**config.mk**
```make
export PLATFORM = sky130hd
export DESIGN_NAME = audio_serializer
export DESIGN_NICKNAME = d
export VERILOG_FILES = /design/src/rtl/audio_serializer_pkg.sv /design/src/rtl/audio_serializer_bit_timer.sv /design/src/rtl/audio_serializer.sv
export SDC_FILE = /design/constraint.sdc
export NUM_CORES = 1
export LEC_CHECK = 0
export ABC_AREA = 1
export CAP_MARGIN = 20
export CELL_PAD_IN_SITES_DETAIL_PLACEMENT = 2
export CELL_PAD_IN_SITES_GLOBAL_PLACEMENT = 2
export CORE_UTILIZATION = 35
export DETAILED_ROUTE_END_ITERATION = 10
export HOLD_SLACK_MARGIN = 0.02
export PLACE_DENSITY = 0.92
export SLEW_MARGIN = 20
export SYNTH_ARGS = -nofsm -noshare
export SYNTH_HDL_FRONTEND = slang
export SYNTH_SLANG_ARGS = --single-unit
```
**constraint.sdc**
```tcl
create_clock -name clock -period 4 [get_ports clock]
set_input_delay 0.8 -clock clock [delete_from_list [all_inputs] [get_ports clock]]
set_output_delay 0.8 -clock clock [all_outputs]
set_load 0.005 [all_outputs]
```
**src/rtl/audio_serializer_pkg.sv**
```systemverilog
// audio_serializer_pkg: shared state type, default sizing and counter-width helper.
package audio_serializer_pkg;
  typedef enum logic {IDLE, SHIFT} state_t;
  localparam int DEF_WIDTH = 16;
  localparam int DEF_CLKS_PER_BIT = 65;
  function automatic int cnt_w(input int n);
    return n > 1 ? $clog2(n) : 1;
  endfunction
endpackage

```
**src/rtl/audio_serializer_bit_timer.sv**
```systemverilog
// audio_serializer_bit_timer: CLKS_PER_BIT prescaler with sync clear; tick is high on the terminal-count cycle.
module audio_serializer_bit_timer
  import audio_serializer_pkg::*;
#(
  parameter int CLKS_PER_BIT = DEF_CLKS_PER_BIT
) (
  input  logic clock,
  input  logic reset_n,
  input  logic clr,
  input  logic run,
  output logic tick,
  output logic tick_d
);
  localparam int CW = cnt_w(CLKS_PER_BIT);
  localparam logic [CW-1:0] LAST = CW'(CLKS_PER_BIT - 1);
  logic [CW-1:0] cnt_q, cnt_d;
  logic tick_q;
  // tick_d is exposed so the parent can register done in the same cycle as tick
  always_comb begin
    cnt_d = (clr || tick_q) ? '0 : cnt_q + 1'b1;
    tick_d = run && (cnt_d == LAST);
  end
  always_ff @(posedge clock or negedge reset_n) begin
    if (!reset_n) begin
      cnt_q <= '0;
      tick_q <= 1'b0;
    end else begin
      cnt_q <= cnt_d;
      tick_q <= tick_d;
    end
  end
  assign tick = tick_q;
endmodule

```
**src/rtl/audio_serializer.sv**
```systemverilog
// audio_serializer: parallel-to-serial audio shifter, MSB first (LSB first with SERIALIZER_LSB_FIRST_EN).
module audio_serializer
  import audio_serializer_pkg::*;
#(
  parameter int WIDTH = DEF_WIDTH,
  parameter int CLKS_PER_BIT = DEF_CLKS_PER_BIT
) (
  input  logic             clock,
  input  logic             reset_n,
  input  logic             enable,
  input  logic [WIDTH-1:0] data_in,
  output logic             done,
  output logic             audio_data,
  output logic             audio_enable
);
  localparam int BW = cnt_w(WIDTH);
  localparam logic [BW-1:0] LAST_BIT = BW'(WIDTH - 1);
  state_t state_q, state_d;
  logic [WIDTH-1:0] shift_q, shift_d;
  logic [BW-1:0] bit_cnt_q, bit_cnt_d;
  logic done_q, done_d, audio_data_q, audio_data_d, audio_enable_q, audio_enable_d;
  logic load, tick, tick_d, timer_clr;
  audio_serializer_bit_timer #(.CLKS_PER_BIT(CLKS_PER_BIT)) u_timer (
    .clock  (clock),
    .reset_n(reset_n),
    .clr    (timer_clr),
    .run    (enable),
    .tick   (tick),
    .tick_d (tick_d)
  );
  // enable alone decides the next state: it keeps, reloads, or aborts a frame
  always_comb begin
    state_d = enable ? SHIFT : IDLE;
    load = enable && (state_q == IDLE || (tick && bit_cnt_q == '0));
    timer_clr = !(enable && state_q == SHIFT);
    bit_cnt_d = !enable ? '0 : load ? LAST_BIT : tick ? bit_cnt_q - 1'b1 : bit_cnt_q;
`ifdef SERIALIZER_LSB_FIRST_EN
    shift_d = !enable ? '0 : load ? data_in : tick ? shift_q >> 1 : shift_q;
    audio_data_d = enable && shift_d[0];
`else
    shift_d = !enable ? '0 : load ? data_in : tick ? shift_q << 1 : shift_q;
    audio_data_d = enable && shift_d[WIDTH-1];
`endif
    audio_enable_d = enable;
    done_d = enable && tick_d && bit_cnt_d == '0;
  end
  always_ff @(posedge clock or negedge reset_n) begin
    if (!reset_n) begin
      state_q <= IDLE;
      shift_q <= '0;
      bit_cnt_q <= '0;
      done_q <= 1'b0;
      audio_data_q <= 1'b0;
      audio_enable_q <= 1'b0;
    end else begin
      state_q <= state_d;
      shift_q <= shift_d;
      bit_cnt_q <= bit_cnt_d;
      done_q <= done_d;
      audio_data_q <= audio_data_d;
      audio_enable_q <= audio_enable_d;
    end
  end
  assign done = done_q;
  assign audio_data = audio_data_q;
  assign audio_enable = audio_enable_q;
endmodule

```
==> flow_metrics.py <==
metrics = {
    "setup_path": {
        "r2r_slack_ns": 2.07,
        "start_kind": "input port",
        "critPathArrivalTime_ns": 2.68,
        "required_ns": 4.17,
        "worstSetupPathType": "in2reg",
        "critPathMaxFanout": 19,
        "cp-end-kind": "flip-flop",
    },
    "routing": {
        "vias": 1368,
        "wl_per_cell_um": 14.8,
        "drt-initial-drc-count": 16,
        "drtPass1Iterations": 7,
        "viasPerCell": 5.09,
        "routed_wl_mm": 3.97,
        "drc": 2,
        "antenna_left": 0,
    },
    "clock_network": {
        "path_clk_slew_ns": 0.06,
        "numCtsBuffers": 5,
        "tritoncts": "done",
        "clockBufferDepth": 2,
        "post-cts-setup-buffer-count": 0,
        "clock_latency_ns": 0.28,
        "ctsResizeCount": 0,
        "cts_hold_buf": 0,
        "htreeDepth": 2,
        "clock_sinks": 30,
        "root_buffer": "clkbuf_8",
    },
    "die": {
        "dieWidth_um": 70.5,
        "dieArea_sq_um": 4970,
        "fp.dieH_um": 70.5,
        "start_util_pct": 37.0,
        "fp.coreArea_sq_um": 4440,
        "row_count": 24,
        "num_io_pins": 22,
    },
    "yosys": {
        "ys_warn_count": 0,
        "yosysTopAreaCellShare_pct": 45.7,
        "synthCells": 197,
        "syn_area_per_cell_sq_um": 8.34,
        "synth.distinct_cells": 25,
        "synth-edff-count": 0,
        "ys_ff_latch": 30,
        "syn_area_sq_um": 1640,
        "synthTopCellsByCount": "59 x nand2_1, 30 x dfrtp_1, 21 x inv_1",
        "syn_nets": 219,
        "synthMostInstantiatedCell": "nand2_1",
        "yosysTopAreaCell": "dfrtp_1",
        "yosysSeqAreaShare_pct": 45.7,
        "ys_top_cells_by_area": "dfrtp_1 46%, nand2_1 13%, o21ai_1 5.5%",
        "async_reset_ff_share_pct": 100,
        "synth_flop_cell": "dfrtp_1",
    },
    "placement": {
        "detailed_place_hpwl_mm": 2.87,
        "portBuffers": 21,
        "gp_congestion": 0.738,
    },
    "grt": {
        "grt_start_max_net_pins": 34,
        "overflow": 0,
        "antenna_found_initial": 0,
        "grt_pass1_wl_mm": 6.98,
        "grt_pass1_vias": 1477,
        "track_usage_pct": 18.6,
    },
    "sta": {
        "hold_viol": 0,
        "fin_tns_setup_ns": 0,
        "skew_ns": 0.00452,
        "slew_headroom_pct": 45.3,
        "fmax_mhz": 398,
        "fin_crit_ns": 2.51,
        "rsz0062_at_grt": "false",
        "worst_slew_pin_slew_ns": 0.821,
        "finalCritPeriodShare_pct": 62.8,
        "setup_viol": 0,
        "hold_ws_ns": 0.487,
        "slew_violations": 0,
    },
    "run_status": {
        "outcome": "complete, but fails checks",
        "violations": "DRC",
    },
    "final_layout": {
        "area_growth_pct": 16.8,
        "nets": 240,
        "final_util_pct": 43.2,
        "drive_above_1_share_pct": 14.3,
        "regArea_sq_um": 751,
        "fillers": 519,
        "diodes": 0,
        "multi_input_area_sq_um": 714,
    },
    "power_and_ir_drop": {
        "power_density_nw_per_um2": 337,
        "p_leak_nw": 0.926,
        "peakVddDrop_mv": 0.177,
    },
    "hold_path": {
        "hold_class": "reg2reg",
    },
    "run": {
        "maxCapViolations": 0,
    },
}
## sequential cells by signal (all words and copies together), names as in the netlist
name	count
audio_enable	1
bit_cnt_q	4
shift_q	16
done	1
u_timer.cnt_q	7
u_timer.tick	1
## worst max-delay path, cell delays in order
cell and delay, ns:
clkdlybuf4s50_1 0.83, nand2_2 0.13, nor2_4 0.40, o21ai_0 0.19
nand3_1 0.12, nor2_1 0.07, nand3_2 0.07, inv_1 0.06
## final cells by class
type	instances	area share, %
inverters	23	4.63
flip-flops and latches	30	39.1
clock buffers	6	4.30
well taps	52	3.39
repair buffers	22	11.3
multi-input cells	136	37.2
## cells in the final DEF (no fill, tap or decap), drive strengths merged
cell type	count
o21ai	30
nand4	2
nand3	14
inv	23
nor2	12
clkdlybuf4s50	21
a21oi	2
nand2	68
dfrtp	30
nand3b	1
o211ai	2
buf	1
ha	3
clkbuf	6
o22ai	2
## cells by family after synthesis
family	count (synthesis)	synth area share [%]
AOI/OAI and AO/OA	36	13.8
adders and majority gates	3	2.29
DFF	30	45.7
and+or+nand+nor	97	27.4
buffers and inverters	31	10.8
## layer usage
metal	part of all wire, %	wire length [um]	global-route usage (%)	up-vias
met5	0	0	0	-
met4	1.3	50	8.39	0
li1	-	-	-	668
met1	44	1750	21.3	670
met3	2.7	109	4.33	4
met2	52	2070	33.1	26
## through the flow
| step | power, mW | cells | area, sq um | setup slack, ns |
|---|---|---|---|---|
| floorplan | 0.381 | 197 | 1640 | 2.32 |
| global placement | 0.410 | 263 | 1840 | 1.25 |
| detailed placement | 0.416 | 263 | 1840 | 1.18 |
| CTS | 0.661 | 269 | 1920 | 1.43 |
| global route | 0.683 | 269 | 1920 | 1.31 |
| finish | 0.647 | 269 | 1920 | 1.49 |
## final timing paths
check	startpoint	end	cells after the start
min in group asynchronous	reset_n	u_timer.cnt_q[4]	2
min	shift_q[3]	shift_q[3]	2
max	enable	u_timer.tick	8
max in group asynchronous	reset_n	shift_q[3]	2
max reg2reg	u_timer.tick	shift_q[6]	7
min reg2reg	shift_q[3]	shift_q[3]	2
## where the power goes
group / internal [mW] / total [mW] / switching [mW]
Clock: 0.132 / 0.240 / 0.107
Sequential: 0.317 / 0.326 / 0.00905
Combinational: 0.0355 / 0.0814 / 0.0459
Total: 0.485 / 0.647 / 0.162
No activity file was read; power rests on OpenSTA's default activity.
